### config.mk
export PLATFORM = sky130hd
export DESIGN_NAME = mem_arbiter
export DESIGN_NICKNAME = d
export VERILOG_FILES = /design/src/rtl/mem_arbiter_pkg.sv /design/src/rtl/mem_arbiter_arb_pick2.sv /design/src/rtl/mem_arbiter.sv
export SDC_FILE = /design/constraint.sdc
export NUM_CORES = 1
export LEC_CHECK = 0
export CORE_AREA = 2 2 118 120
export DETAILED_ROUTE_END_ITERATION = 10
export DIE_AREA = 0 0 120 122
export SLEW_MARGIN = 20
export SYNTH_ARGS = -nofsm -noshare
export SYNTH_HDL_FRONTEND = slang
export SYNTH_SLANG_ARGS = --single-unit
### constraint.sdc
create_clock -name clk -period 2.6 [get_ports clk]
set_input_delay 0.52 -clock clk [delete_from_list [all_inputs] [get_ports clk]]
set_output_delay 0.52 -clock clk [all_outputs]
set_load 0.02 [all_outputs]
### src/rtl/mem_arbiter_pkg.sv
// Shared definitions for the two-master RAM arbiter: default widths and master indices.
package mem_arbiter_pkg;

    localparam int unsigned ADDR_W_DEFAULT = 30;
    localparam int unsigned DATA_W_DEFAULT = 32;

    localparam logic M0 = 1'b0;
    localparam logic M1 = 1'b1;

endpackage

### src/rtl/mem_arbiter_arb_pick2.sv
// Combinational two-way picker: a lone eligible master wins; ties go round-robin against
// 'last', or always to m0 when fixed_pri is set.
module arb_pick2
    import mem_arbiter_pkg::*;
(
    input  logic [1:0] elig,
    input  logic       last,
    input  logic       fixed_pri,
    output logic       valid,
    output logic       pick
);

    always_comb begin
        valid = |elig;
        pick  = M0;
        unique case (elig)
            2'b01:   pick = M0;
            2'b10:   pick = M1;
            2'b11:   pick = fixed_pri ? M0 : ~last;
            default: pick = M0;
        endcase
    end

endmodule

### src/rtl/mem_arbiter.sv
// Two-master arbiter for a single-port one-cycle-latency RAM with pipelined issue.
// Define MEM_ARB_FIXED_PRIORITY_EN for fixed m0-wins tie-break (no 'last' register).
module mem_arbiter
    import mem_arbiter_pkg::*;
#(
    parameter int unsigned ADDR_W = ADDR_W_DEFAULT,
    parameter int unsigned DATA_W = DATA_W_DEFAULT,
    localparam int unsigned NB    = DATA_W / 8
) (
    input  logic              clk,
    input  logic              reset_n,

    input  logic [ADDR_W-1:0] m0_addr,
    input  logic [DATA_W-1:0] m0_wdata,
    input  logic              m0_re,
    input  logic [NB-1:0]     m0_we,
    output logic              m0_ready,
    output logic [DATA_W-1:0] m0_rdata,

    input  logic [ADDR_W-1:0] m1_addr,
    input  logic [DATA_W-1:0] m1_wdata,
    input  logic              m1_re,
    input  logic [NB-1:0]     m1_we,
    output logic              m1_ready,
    output logic [DATA_W-1:0] m1_rdata,

    output logic [ADDR_W-1:0] ram_addr,
    output logic [DATA_W-1:0] ram_wdata,
    output logic              ram_re,
    output logic [NB-1:0]     ram_we,
    input  logic [DATA_W-1:0] ram_rdata
);

    logic       busy_q;
    logic       owner_q;
    logic       last_q;
    logic       req0;
    logic       req1;
    logic [1:0] elig;
    logic       pick_valid;
    logic       pick;
    logic       issue;
    logic       fixed_pri;

    assign req0 = m0_re | (|m0_we);
    assign req1 = m1_re | (|m1_we);

    // The in-flight master keeps its request up until ready; never reissue it.
    assign elig[0] = req0 & ~(busy_q & (owner_q == M0));
    assign elig[1] = req1 & ~(busy_q & (owner_q == M1));

`ifdef MEM_ARB_FIXED_PRIORITY_EN
    assign fixed_pri = 1'b1;
    assign last_q    = 1'b0;
`else
    assign fixed_pri = 1'b0;

    always_ff @(posedge clk or negedge reset_n) begin
        if (!reset_n) begin
            last_q <= M1;
        end else if (pick_valid) begin
            last_q <= pick;
        end
    end
`endif

    arb_pick2 u_pick (
        .elig      (elig),
        .last      (last_q),
        .fixed_pri (fixed_pri),
        .valid     (pick_valid),
        .pick      (pick)
    );

    // Issue is combinational from requests, so hold the RAM quiet while reset is asserted.
    assign issue = pick_valid & reset_n;

    always_ff @(posedge clk or negedge reset_n) begin
        if (!reset_n) begin
            busy_q  <= 1'b0;
            owner_q <= M0;
        end else begin
            busy_q <= pick_valid;
            if (pick_valid) begin
                owner_q <= pick;
            end
        end
    end

    always_comb begin
        ram_addr  = '0;
        ram_wdata = '0;
        ram_re    = 1'b0;
        ram_we    = '0;
        if (issue) begin
            if (pick == M1) begin
                ram_addr  = m1_addr;
                ram_wdata = m1_wdata;
                ram_re    = m1_re;
                ram_we    = m1_we;
            end else begin
                ram_addr  = m0_addr;
                ram_wdata = m0_wdata;
                ram_re    = m0_re;
                ram_we    = m0_we;
            end
        end
    end

    assign m0_ready = busy_q & (owner_q == M0);
    assign m1_ready = busy_q & (owner_q == M1);
    assign m0_rdata = ram_rdata;
    assign m1_rdata = ram_rdata;

endmodule
==> summary.txt, run 1 <==
crit path max fanout: 4
clk_skew: 0.00251 ns
first-pass GRT wire length: 19,000 um
drt total wl: 14,000 um
Worst slew margin: 78.5%
layout cell share with drive strength beyond 1: 44.1%
cts bufs inserted: 3
failing checks: negative setup slack
crit start category: primary input
# DRC: 0
clk_lat worst skew: 0.22 ns
leakage power: 1.95 nW
Mean Syn Cell Area: 6.59 sq um
CP arrival: 2.29 ns
Rows: 43
Total GRT Usage: 16.8%
maxcap violations: 0
#FFs+latches synth: 3
Fin Setup TNS: -10.29 ns
Worst-Margin Slew: 0.319 ns
chip height: 122 um
Yosys top cell by area: buf_4
post-synthesis sequential area ratio: 3.50%
Core ar.: 13,500 sq um
Hold/Removal Path Class: reg -> reg
crit path time final: 2.81 ns
Num Clock Sinks: 3
Final Hold Fails: 0
Clock transition at path regs: 0.03 ns
Top Ports: 301
vias: 3,388
hold path startpoint: owner_q
root buffer cell: clkbuf_16
GRT overflow: 0
clk buf depth: 2
DR vias/cell: 4.94
total area of sequential cells: 76.3 sq um
PortBufs: 204
routability-driven placement congestion ratio: 0.788
YS warnings: 0
status: complete, but fails checks
fmax: 356 MHz
htree depth: 1
Post-Syn Area: 2180 sq um
Critical Path End Type: primary output
period utilisation layout: 108%
number of global-route vias before repair: 3,440
DR iter-0 viols: 128
WL per Instance: 20.5 um
drt pass-1 iters: 5
r2r startpoint: owner_q
largest cells by area after synthesis: buf_4 (25%), a211oi_1 (20%), nand3_1 (14%)
Die X-Extent: 120 um
setup ws final: -0.209 ns
worst vdd ir: 299 uV
Final Cell Area: 5090 sq um
largest net degree at the start of global routing: 65
Die ar.: 14,600 sq um
ANT cells: 0
final slew viol count: 0
RSZ-0062 raised after global routing: true
CTS tree: built
Util after Layout: 37.7%
multi-input logic area: 1750 sq um
FILL cells: 1,388
total power: 3.29 mW
hpwl dp: 8190 um
Placed Area: 4210 sq um
post-route ant nets: 0
Req. time, crit path: 2.08 ns
final net count: 675
area grow syn2layout: 133%
synth unique cells: 33
power per cell area: 646 nW/um^2
initial antenna violation count: 0
Syn Nets: 499
type of the worst setup path: in -> out
cell count after synthesis: 331
starting density of the core: 16.2%
Worst setup startpoint: m0_we[2]
Setup Viol. Count Final: 67
top cell type's share of synthesized area: 25.1%
[final timing paths]
check,to,slack (ns),depth (start not counted)
worst max-delay path,ram_we[2],-0.21,10
worst min-delay path,last_q,0.67,4
worst max register to register,busy_q,1.13,7
worst min register to register,last_q,0.67,4
max in group asynchronous,last_q,1.71,2
min in group asynchronous,owner_q,0.70,2
[state kept, by name (all words and copies together), names as in the netlist]
name	flops
busy_q	1
owner_q	1
last_q	1
[area by class of cell]
type	instances	area share [%]
timing repair buffer	277	58.2
multi-input combinational	222	34.4
tap	180	4.42
clock buffer	4	1.55
sequential	3	1.50
[where the power goes]
part           switching, mW  total, mW  leakage, nW  internal [mW]
Sequential           0.00992     0.0794       0.0312         0.0695
Clock                 0.0404      0.243       0.0382          0.202
Combinational           1.56       2.97         1.88           1.41
[synth_stat cells]
| cell | n |
|---|---|
| a211oi_1 | 59 |
| mux2_2 | 1 |
| buf_2 | 16 |
| nor3_1 | 1 |
| nor4b_1 | 1 |
| a21oi_1 | 1 |
| o21a_1 | 1 |
| nor2b_1 | 1 |
| nor2_4 | 1 |
| or2_1 | 1 |
| o41a_1 | 1 |
| nor2_1 | 1 |
| buf_6 | 3 |
| o21ai_0 | 61 |
| buf_4 | 73 |
| nand3_1 | 62 |
| o21ai_2 | 1 |
| clkbuf_1 | 10 |
| o21ai_1 | 7 |
| o22ai_1 | 1 |
| or3_4 | 1 |
| or4_4 | 1 |
| or3_1 | 1 |
| dfstp_2 | 1 |
| clkbuf_2 | 3 |
| a211oi_2 | 8 |
| nand2_1 | 6 |
| a22oi_1 | 1 |
| nor3_2 | 1 |
| dfrtp_1 | 2 |
| and2_1 | 1 |
| o41ai_4 | 1 |
| buf_1 | 1 |
[cell usage in the layout, fill, tap and decap left out, types with 2 or more instances in the layout]
master / synthesis / routed
buf_6: 3 / 19
clkdlybuf4s50_1: 0 / 127
a211oi_4: 0 / 4
buf_12: 0 / 20
dfrtp_1: 2 / 2
nand3_2: 0 / 5
nand2_1: 6 / 6
or3_4: 1 / 2
buf_16: 0 / 7
buf_2: 16 / 18
a211oi_1: 59 / 17
nand3_4: 0 / 3
a211oi_2: 8 / 46
buf_4: 73 / 73
o21ai_4: 0 / 2
dlygate4sd2_1: 0 / 2
nand3_1: 62 / 54
clkbuf_16: 0 / 8
buf_8: 0 / 4
o21ai_1: 7 / 20
o21ai_0: 61 / 46
[critical path, stage by stage]
cell	delay, ns
buf_6	0.09
or3_4	0.41
buf_6	0.14
or3_4	0.34
o21ai_4	0.17
buf_6	0.17
buf_16	0.12
buf_6	0.10
a211oi_2	0.03
buf_4	0.17
[metal layers]
| metal | part of all wire, % | wire length, um | GRT usage, % |
|---|---|---|---|
| met2 | 49 | 6920 | 30.6 |
| met4 | 4.8 | 671 | 8.53 |
| met1 | 38 | 5350 | 18.8 |
| met5 | 0 | 0 | 0 |
| met3 | 7.8 | 1090 | 2.86 |
[metrics by stage]
| stage | setup WS [ns] | instances | hold slack (ns) |
|---|---|---|---|
| after CTS | -0.284 | 682 | 0.664 |
| after floorplan | 0.0212 | 331 | 0.224 |
| final | -0.209 | 686 | 0.669 |
| after global routing | -0.255 | 686 | 0.708 |
| after global placement | -0.998 | 642 | 0.615 |
| after detailed placement | -0.984 | 642 | 0.642 |
[cell families (layout without fill, tap and decap cells)]
| family | after synthesis | in the layout | synth area share (%) |
|---|---|---|---|
| multiplexers | 1 | 1 | 0.516 |
| flip-flops | 3 | 3 | 3.50 |
| AND/OR/NAND/NOR | 79 | 79 | 19.2 |
| buffers and inverters | 106 | 281 | 32.9 |
| AO/OA/AOI/OAI | 142 | 142 | 43.9 |
[timing repair]
action,in CTS,in global routing
setup buffers,25,7
pin swaps,8,36
endpoints found under the setup margin,67,67
hold buffers,0,0
resized for setup,392,94
cloned,13,5
Power figures use the tool's default switching activity.
==> inputs of run 2 (changes only) <==
--- a/config.mk
+++ b/config.mk
@@ -8,7 +8,6 @@
 export CORE_AREA = 2 2 118 120
 export DETAILED_ROUTE_END_ITERATION = 10
 export DIE_AREA = 0 0 120 122
-export SLEW_MARGIN = 20
 export SYNTH_ARGS = -nofsm -noshare
 export SYNTH_HDL_FRONTEND = slang
 export SYNTH_SLANG_ARGS = --single-unit
==> results of run 2 <==
Same layout as run 1: the final DEF is identical, and so are final timing and power.
==> inputs of run 3 (changes only) <==
--- a/config.mk
+++ b/config.mk
@@ -6,6 +6,7 @@
 export NUM_CORES = 1
 export LEC_CHECK = 0
 export CORE_AREA = 2 2 118 120
+export CTS_BUF_LIST = sky130_fd_sc_hd__clkbuf_4
 export DETAILED_ROUTE_END_ITERATION = 10
 export DIE_AREA = 0 0 120 122
 export SYNTH_ARGS = -nofsm -noshare
==> run 3 against run 2 <==
The flow still finishes with violations (negative setup slack). Non-clock buffer count unchanged. First-iteration DRC count is 15% higher. Worst hold slack better by 0.0082 ns. Clock power down 63%. Worst setup slack worse by 0.0089 ns. Critical path type unchanged. Critical endpoint unchanged. Largest cell class unchanged.
==> summary.txt, run 3 (same netlist as run 1, synthesis figures left out) <==
status: complete, but fails checks (unchanged)
failing checks: negative setup slack (unchanged)
Req. time, crit path: 2.08 ns (about the same)
PortBufs: 204 (unchanged)
drt total wl: 14,000 um (about the same)
Core ar.: 13,500 sq um (unchanged)
area grow syn2layout: 131% (was 133%)
DR iter-0 viols: 147 (was 128)
Final Hold Fails: 0 (unchanged)
layout cell share with drive strength beyond 1: 44.3% (was 44.1%)
drt pass-1 iters: 4 (was 5)
Slowest cell on crit path: or3_4 (unchanged)
Largest regs: busy_q (1), last_q (1), owner_q (1) (unchanged)
RSZ-0062 raised after global routing: true (unchanged)
crit path max fanout: 4 (unchanged)
chip height: 122 um (unchanged)
number of global-route vias before repair: 3,438 (was 3,440)
Clock transition at path regs: 0.04 ns (was 0.03 ns)
Critical Path End Type: primary output (unchanged)
GRT overflow: 0 (unchanged)
vias: 3,370 (was 3,388)
Top cell by count, worst path: buf_6 (unchanged)
total power: 3.13 mW (was 3.29 mW)
starting density of the core: 16.2% (unchanged)
Worst-Margin Slew: 0.320 ns (was 0.319 ns)
fmax: 355 MHz (was 356 MHz)
Worst slew margin: 78.6% (was 78.5%)
initial antenna violation count: 0 (unchanged)
clk buf depth: 2 (unchanged)
Rows: 43 (unchanged)
Worst Hold Margin: 0.677 ns (was 0.669 ns)
maxcap violations: 0 (unchanged)
final slew viol count: 0 (unchanged)
routability-driven placement congestion ratio: 0.788 (unchanged)
first-pass GRT wire length: 18,900 um (was 19,000 um)
commonest non-fill, non-tap cell in the layout: clkdlybuf4s50_1 (unchanged)
clk_lat worst skew: 0.23 ns (was 0.22 ns)
Setup Viol. Count Final: 67 (unchanged)
Placed Area: 4210 sq um (unchanged)
post-route ant nets: 0 (unchanged)
power per cell area: 621 nW/um^2 (was 646 nW/um^2)
final net count: 675 (unchanged)
ANT cells: 0 (unchanged)
largest net degree at the start of global routing: 65 (unchanged)
htree depth: 1 (unchanged)
type of the worst setup path: in -> out (unchanged)
Util after Layout: 37.4% (was 37.7%)
worst vdd ir: 298 uV (was 299 uV)
leakage power: 1.93 nW (was 1.95 nW)
FILL cells: 1,393 (was 1,388)
CP arrival: 2.30 ns (was 2.29 ns)
Final Cell Area: 5050 sq um (was 5090 sq um)
Total GRT Usage: 16.7% (was 16.8%)
most frequent cells in the layout: clkdlybuf4s50_1 (127), buf_4 (73), nand3_1 (54), o21ai_0 (46), a211oi_2 (46) (unchanged)
setup ws final: -0.218 ns (was -0.209 ns)
cts bufs inserted: 3 (unchanged)
root buffer cell: clkbuf_4 (was clkbuf_16)
CP peak stage delay: 0.41 ns (about the same)
crit start category: primary input (unchanged)
critical path, cell by cell: buf_6 -> or3_4 -> buf_6 -> or3_4 -> o21ai_4 -> buf_6 -> buf_16 -> buf_6 -> a211oi_2 -> buf_4 (unchanged)
clk_skew: 0.000170 ns (was 0.00251 ns)
Die X-Extent: 120 um (unchanged)
period utilisation layout: 108% (about the same)
Top Ports: 301 (unchanged)
crit path time final: 2.82 ns (was 2.81 ns)
CTS tree: built (unchanged)
hpwl dp: 8190 um (unchanged)
Die ar.: 14,600 sq um (unchanged)
CP bufs+invs: 6 (unchanged)
# DRC: 0 (unchanged)
Hold/Removal Path Class: reg -> reg (unchanged)
Num Clock Sinks: 3 (unchanged)
DR vias/cell: 4.91 (was 4.94)
WL per Instance: 20.4 um (was 20.5 um)
cell family with most CP delay: buffers and inverters (unchanged)
## run 3: cell counts in the layout (fill, tap and decap cells not counted)
No cell type changed its count.
## run 3: cell type report
class,instances,area [sq um],area share [%]
clock buffers,4,30.0,0.595
well taps,180,225,4.46
repair buffers,277,2960,58.7
multi-input cells,222,1750,34.7
flip-flops and latches,3,76.3,1.51
## run 3: metal layers
metal / global-route usage, % / share of wire [%]
met3: 2.72 / 8.3
met1: 18.8 / 37
met4: 8.31 / 4.8
met5: 0 / 0
met2: 30.6 / 49
## run 3: path summary, 6_finish.rpt
check,startpoint,to,slack [ns],cells after the start
min in group asynchronous,reset_n,owner_q,0.70,2
hold / removal,owner_q,last_q,0.68,4
setup / recovery,m0_we[2],ram_we[2],-0.22,10
max in group asynchronous,reset_n,last_q,1.72,2
hold reg to reg,owner_q,last_q,0.68,4
setup reg to reg,owner_q,busy_q,1.13,7
## run 3: where the power goes
part | switching [mW] | internal [mW]
Clock | 0.0223 | 0.0678
Sequential | 0.0104 | 0.0694
Combinational | 1.55 | 1.41
Total | 1.59 | 1.55
## run 3: repair_timing
item / CTS / global route
hold buffers: 0 / 0
pin swaps: 8 / 36
resized for setup: 392 / 94
buffers inserted: 25 / 7
endpoints found under the setup margin: 67 / 67
gates cloned: 13 / 5
## run 3: metrics by stage
stage / setup TNS [ns] / setup slack [ns] / std cells
floorplan: 0 / 0.0212 / 331
global placement: -61.09 / -0.998 / 642
detailed placement: -60.50 / -0.984 / 642
CTS: -16.70 / -0.284 / 682
global route: -14.05 / -0.255 / 686
finish: -10.48 / -0.218 / 686
## run 3: tightest hold or removal path, stage by stage, from the launching register on
cell and delay (ns):
dfrtp_1 0.34, buf_4 0.15, nor2b_1 0.06, o21ai_0 0.07
nand2_1 0.05
